File: config.mk
export PLATFORM = sky130hd
export DESIGN_NAME = fetch_buffer
export DESIGN_NICKNAME = d
export VERILOG_FILES = /design/src/rtl/core_pkg.sv /design/src/rtl/fb_mem.sv /design/src/rtl/fetch_buffer.sv
export SDC_FILE = /design/constraint.sdc
export NUM_CORES = 2
export LEC_CHECK = 0
export BUFFER_PORTS_ARGS = -buffer_cell sky130_fd_sc_hd__buf_2
export CAP_MARGIN = 20
export CORE_AREA = 2 2 392 394
export DETAILED_ROUTE_END_ITERATION = 16
export DIE_AREA = 0 0 394 396
export GPL_ROUTABILITY_DRIVEN = 0
export PLACE_DENSITY = 0.65
export SLEW_MARGIN = 20
export SYNTH_ARGS = -nofsm -noshare
export SYNTH_HDL_FRONTEND = slang
export SYNTH_SLANG_ARGS = --single-unit
File: constraint.sdc
create_clock -name i_clk -period 2.7 [get_ports i_clk]
set_input_delay 0.27 -clock i_clk [delete_from_list [all_inputs] [get_ports i_clk]]
set_output_delay 0.27 -clock i_clk [all_outputs]
set_load 0.05 [all_outputs]
File: src/rtl/core_pkg.sv
// Shared front-end constants and the fetch slot-valid mask helper.
package core_pkg;

  localparam int FETCH_WIDTH = 4;
  localparam int WIDTH_INSTR = 32;
  localparam int WIDTH_PC    = 32;

  // Slot k of a packet is live iff it sits at or after the fetch PC's word offset.
  function automatic logic [FETCH_WIDTH-1:0] imask_from_pc(input logic [1:0] slot);
    logic [FETCH_WIDTH-1:0] m;
    m = '0;
    for (int k = 0; k < FETCH_WIDTH; k++) begin
      m[k] = (k >= int'(slot));
    end
    return m;
  endfunction

endpackage

File: src/rtl/fb_mem.sv
// Fetch-buffer storage: register array, one synchronous write port and one asynchronous read port.
module fb_mem
  import core_pkg::*;
#(
  parameter int DEPTH = 8,
  parameter int WIDTH = FETCH_WIDTH * WIDTH_INSTR + WIDTH_PC + FETCH_WIDTH
) (
  input  logic                     i_clk,
  input  logic                     i_rst,
  input  logic                     i_we,
  input  logic [$clog2(DEPTH)-1:0] i_waddr,
  input  logic [WIDTH-1:0]         i_wdata,
  input  logic [$clog2(DEPTH)-1:0] i_raddr,
  output logic [WIDTH-1:0]         o_rdata
);

  logic [WIDTH-1:0] mem_q [DEPTH];
  logic [WIDTH-1:0] mem_d [DEPTH];

  always_comb begin
    mem_d = mem_q;
    if (i_we) begin
      mem_d[i_waddr] = i_wdata;
    end
  end

  always_ff @(posedge i_clk) begin
    if (i_rst) begin
      for (int i = 0; i < DEPTH; i++) begin
        mem_q[i] <= '0;
      end
    end else begin
      mem_q <= mem_d;
    end
  end

  assign o_rdata = mem_q[i_raddr];

endmodule

File: src/rtl/fetch_buffer.sv
// Fetch-packet FIFO between the I-cache fetch register and the 4-wide decode stage.
module fetch_buffer
  import core_pkg::*;
#(
  parameter int WIDTH_PC    = 32,
  parameter int WIDTH_INSTR = 32,
  parameter int DEPTH       = 8
) (
  input  logic                               i_clk,
  input  logic                               i_rst,
  input  logic                               i_flush,
  input  logic                               i_valid,
  output logic                               o_ready,
  input  logic [FETCH_WIDTH*WIDTH_INSTR-1:0] i_data4x,
  input  logic [WIDTH_PC-1:0]                i_pc,
  output logic                               o_valid,
  input  logic                               i_ready,
  output logic [FETCH_WIDTH*WIDTH_INSTR-1:0] o_data4x,
  output logic [WIDTH_PC-1:0]                o_pc,
  output logic [FETCH_WIDTH-1:0]             o_imask,
  output logic [$clog2(DEPTH):0]             o_count
);

  localparam int PTR_W   = $clog2(DEPTH);
  localparam int CNT_W   = PTR_W + 1;
  localparam int DATA_W  = FETCH_WIDTH * WIDTH_INSTR;
  localparam int ENTRY_W = DATA_W + WIDTH_PC + FETCH_WIDTH;

  logic [PTR_W-1:0]   head_q, head_d;
  logic [PTR_W-1:0]   tail_q, tail_d;
  logic [CNT_W-1:0]   count_q, count_d;
  logic               push, pop;
  logic [FETCH_WIDTH-1:0] imask_in;
  logic [ENTRY_W-1:0] wdata, rdata;

  assign o_ready = (count_q != CNT_W'(DEPTH));
  assign o_valid = (count_q != '0);
  assign o_count = count_q;

  assign push = i_valid & o_ready & ~i_flush;
  assign pop  = o_valid & i_ready & ~i_flush;

  assign imask_in = imask_from_pc(i_pc[3:2]);
  assign wdata    = {imask_in, i_pc, i_data4x};

  always_comb begin
    head_d  = head_q;
    tail_d  = tail_q;
    count_d = count_q;
    if (i_flush) begin
      head_d  = '0;
      tail_d  = '0;
      count_d = '0;
    end else begin
      if (push) tail_d = tail_q + PTR_W'(1);
      if (pop)  head_d = head_q + PTR_W'(1);
      // Push and pop together leave occupancy unchanged.
      if (push && !pop) begin
        count_d = count_q + CNT_W'(1);
      end else if (pop && !push) begin
        count_d = count_q - CNT_W'(1);
      end
    end
  end

  always_ff @(posedge i_clk) begin
    if (i_rst) begin
      head_q  <= '0;
      tail_q  <= '0;
      count_q <= '0;
    end else begin
      head_q  <= head_d;
      tail_q  <= tail_d;
      count_q <= count_d;
    end
  end

  fb_mem #(
    .DEPTH (DEPTH),
    .WIDTH (ENTRY_W)
  ) u_mem (
    .i_clk   (i_clk),
    .i_rst   (i_rst),
    .i_we    (push),
    .i_waddr (tail_q),
    .i_wdata (wdata),
    .i_raddr (head_q),
    .o_rdata (rdata)
  );

  assign o_data4x = rdata[DATA_W-1:0];
  assign o_pc     = rdata[DATA_W +: WIDTH_PC];
  assign o_imask  = rdata[DATA_W+WIDTH_PC +: FETCH_WIDTH];

endmodule

==> results list <==
* Number of storage elements in the synthesis netlist: 1322
- Syn-to-layout area delta: 23.4%
- Timing would allow up to 0.326 GHz.
* Routed wire length per instance: 20.4 um
* Number of pins exceeding their max-slew limit in the final report: 0
- For this block, the routed nets add up to 180000 um of wire.
- The number of global-route vias before repair was 47.0k.
- Post-layout worst setup margin: -0.369 ns
- Data arrival, critical path: 2.80 ns
- Ratio of routed vias to standard cells: 5.39
* Detail Placement HPWL: 98700 um
- Fraction of layout instances using a drive strength above 1: 19.6%
* Power consumption: 43.6 mW
- Hold Fails Final Rpt: 0
- Number of sinks driven by the clock tree: 1322
- The clock tree synthesis step divided the H-tree into 4 levels.
* Largest net degree at the start of global routing: 138
* Worst voltage drop across the vdd grid: 0.631 mV
- Cell accounting for the most synthesized area: sky130_fd_sc_hd__dfxtp_1
- The worst setup path is of the flip-flop to primary output kind.
* TritonCTS buffer count: 148
- Summed over all layers, the global routing overflow is 0.
* DRC viols: 0
- Number of nets still failing antenna checks after routing: 0
- Post-synth top flop: sky130_fd_sc_hd__dfxtp_1
- After synthesis, the largest area contributor takes up 47.3% of total cell area.
- Library cell used as clock root buffer: sky130_fd_sc_hd__clkbuf_16
- The clock passes through at most 3 buffers.
- Area enclosed by the die boundary: 0.156 mm^2
- Summed instance area of the synthesized netlist: 0.0559 mm^2
- Final Critical Period: 3.07 ns
* Leading post-synthesis cells by cell area: sky130_fd_sc_hd__dfxtp_1, sky130_fd_sc_hd__nand2_1, sky130_fd_sc_hd__mux4_2, sky130_fd_sc_hd__a21oi_1, sky130_fd_sc_hd__mux2_2
* Failing checks: negative setup slack
- Chip height: 396 um
* First-pass GRT wire length: 275000 um
- I/O pin total: 335
* Type of element capturing the critical path: primary output
* Initial antenna violation count: 10
- Post-synth net total: 6652
- In this run the mean area of a mapped cell was 8.62 um^2.
- Worst slew margin: 30.5%
* Run status: complete, but fails checks
- Clock-pin slew reported for the worst setup and hold paths after clock tree synthesis: 0.06 ns
- Total global-route track usage: 22.4%
- Cell area reported after detailed placement: 0.0595 mm^2
- Maximum fanout count along the critical path: 8
* Clock latency reported for the late side of the worst-skew pair: 0.79 ns
- Worst Path Required: 2.43 ns
- Hold timing on the final database bottoms out at a slack of 0.331 ns.
- Once the floorplan was initialized, standard cells occupied 36.9% of the core.
* First-pass DRT Iterations: 5
- Counting flops with an async set or reset pin after synthesis yields a share of 0%.
- CTS tree: yes
* Worst setup skew after layout: 0.0308 ns
* Yosys synthesis warning count: 0
- The analysis attributes to cell leakage a power of 23.0 nW.
- After synthesis, flip-flops and latches occupy 47.3% of the total area.
- 1st-iter DRT viols: 4755
- The floorplan has 143 rows.
* Count of input and output buffers: 334
* Post-synthesis cell type count: 35
- Synthesis handed over a netlist of 6481 instances.
- Core box area: 0.152 mm^2
* Utilization of the core after routing: 45.5%
- Count of placed standard cells in the final layout, fillers left out: 8817
* RSZ-0062 raised after global routing: yes
- Power per Cell Area: 632 mW/mm^2
* Die width: 394 um
- Transition time at the pin with the least slew margin: 1.04 ns
* HP Class: input pin to flip-flop
* Vias post-DR: 47.5k
* Placed insts: 8328
- Final worst-path cycle share: 114%
- The synthesized design contains 0 enable-type register cells.
- Setup violations remaining at the end of the flow were counted as 164.
- Launching element type of the critical path: flip-flop
- Max-cap violations in this run came to 0.
- At the end of the flow, the number of nets in the layout was 6840.
- Finished Cell Area: 0.0690 mm^2
cell usage in the layout (no fill, tap or decap), drive strengths merged, types with 24 or more instances in the layout:
master	n
nand2	2561
dfxtp	1322
a21oi	1282
buf	552
mux4	328
clkbuf	227
dlygate4sd3	166
mux2	164
clkinv	33
nor2	28
nand3b	25
o21ai	24
report_power, final:
part	switching [mW]	internal [mW]	total, mW	leakage, nW
Combinational	1.89	1.19	3.08	9.82
Clock	8.47	12.3	20.8	2.49
Sequential	0.0811	19.7	19.7	10.7
Total	10.4	33.1	43.6	23.0
per-layer routing:
layer / track usage, % / wire [um] / vias to the layer above / share of wire, %
met4: 6.86 / 3940 / 14 / 2.2
li1: - / - / 22000 / -
met5: 0 / 87 / - / 0.048
met3: 4.18 / 14300 / 286 / 7.9
met1: 30.1 / 76200 / 23300 / 42
met2: 36.4 / 85800 / 1886 / 48
synthesized netlist by cell type (2+ instances only):
cell type / count
sky130_fd_sc_hd__mux2i_1: 3
sky130_fd_sc_hd__nand2b_1: 2
sky130_fd_sc_hd__nor2_1: 28
sky130_fd_sc_hd__nand3b_1: 25
sky130_fd_sc_hd__clkbuf_1: 285
sky130_fd_sc_hd__mux4_2: 328
sky130_fd_sc_hd__dfxtp_1: 1322
sky130_fd_sc_hd__buf_1: 14
sky130_fd_sc_hd__ha_1: 5
sky130_fd_sc_hd__or4_1: 3
sky130_fd_sc_hd__nor3_2: 6
sky130_fd_sc_hd__o21ai_1: 12
sky130_fd_sc_hd__nand3_1: 2
sky130_fd_sc_hd__inv_1: 4
sky130_fd_sc_hd__or2_2: 2
sky130_fd_sc_hd__o21ai_0: 12
sky130_fd_sc_hd__nor4_4: 2
sky130_fd_sc_hd__xnor2_1: 5
sky130_fd_sc_hd__buf_2: 324
sky130_fd_sc_hd__and4b_1: 2
sky130_fd_sc_hd__buf_4: 71
sky130_fd_sc_hd__a21oi_1: 1282
sky130_fd_sc_hd__or3_1: 7
sky130_fd_sc_hd__mux2_2: 164
sky130_fd_sc_hd__nand2_1: 2561
worst max-delay path: stages (launching register included):
cell	delay, ns
sky130_fd_sc_hd__dfxtp_4	0.38
sky130_fd_sc_hd__buf_12	0.14
sky130_fd_sc_hd__buf_16	0.16
sky130_fd_sc_hd__buf_12	0.17
sky130_fd_sc_hd__clkbuf_16	0.17
sky130_fd_sc_hd__mux4_2	0.49
sky130_fd_sc_hd__mux2_2	0.30
sky130_fd_sc_hd__buf_6	0.16
state kept, by name (all words and copies together) (netlist names):
name and count:
o_count 4, head_q 3, tail_q 3, u_mem.mem_q 1312
kinds of logic (layout without fill, tap and decap cells):
group | after synthesis | count (layout) | share of synthesized area (%)
muxes | 495 | 495 | 16.6
buffers and inverters | 698 | 998 | 5.89
AOI/OAI and AO/OA | 1310 | 1310 | 11.8
xor gates and xnor gates | 6 | 6 | 0.0940
adders and majority gates | 6 | 6 | 0.148
and+or+nand+nor | 2644 | 2644 | 18.2
other | 0 | 6 | 0
DFF | 1322 | 1322 | 47.3
final timing paths:
check / start / endpoint / cells after the start / slack, ns
setup / recovery: head_q[0] / o_data4x[95] / 7 / -0.37
hold / removal: i_data4x[11] / u_mem.mem_q[175] / 4 / 0.33
setup reg to reg: tail_q[2] / u_mem.mem_q[1308] / 5 / 0.11
hold reg to reg: u_mem.mem_q[848] / u_mem.mem_q[848] / 2 / 0.45
per-stage QoR:
stage | worst slack, ns | TNS (ns)
final | -0.369 | -43.06
after global routing | -0.422 | -53.98
after CTS | -0.442 | -59.39
after detailed placement | 0.0665 | 0
after global placement | -0.0959 | -0.0959
after floorplan | 0.0116 | 0
area by class of cell:
class	instances	area (um^2)
fill	14100	82500
tap	2030	2540
inverter	4	15.0
antenna	6	15.0
timing repair buffer	732	8250
sequential	1322	26500
clock inverter	49	659
clock buffer	213	4420
multi-input combinational	4461	26600
what timing repair did:
item	4_1_cts	5_1_grt
gates resized for setup	353	218
gates cloned	8	16
buffers inserted	27	11
setup endpoints to repair	164	165
hold buffers	166	0
endpoints found under the hold margin	1289	0
(Power assumes the default switching activity.)
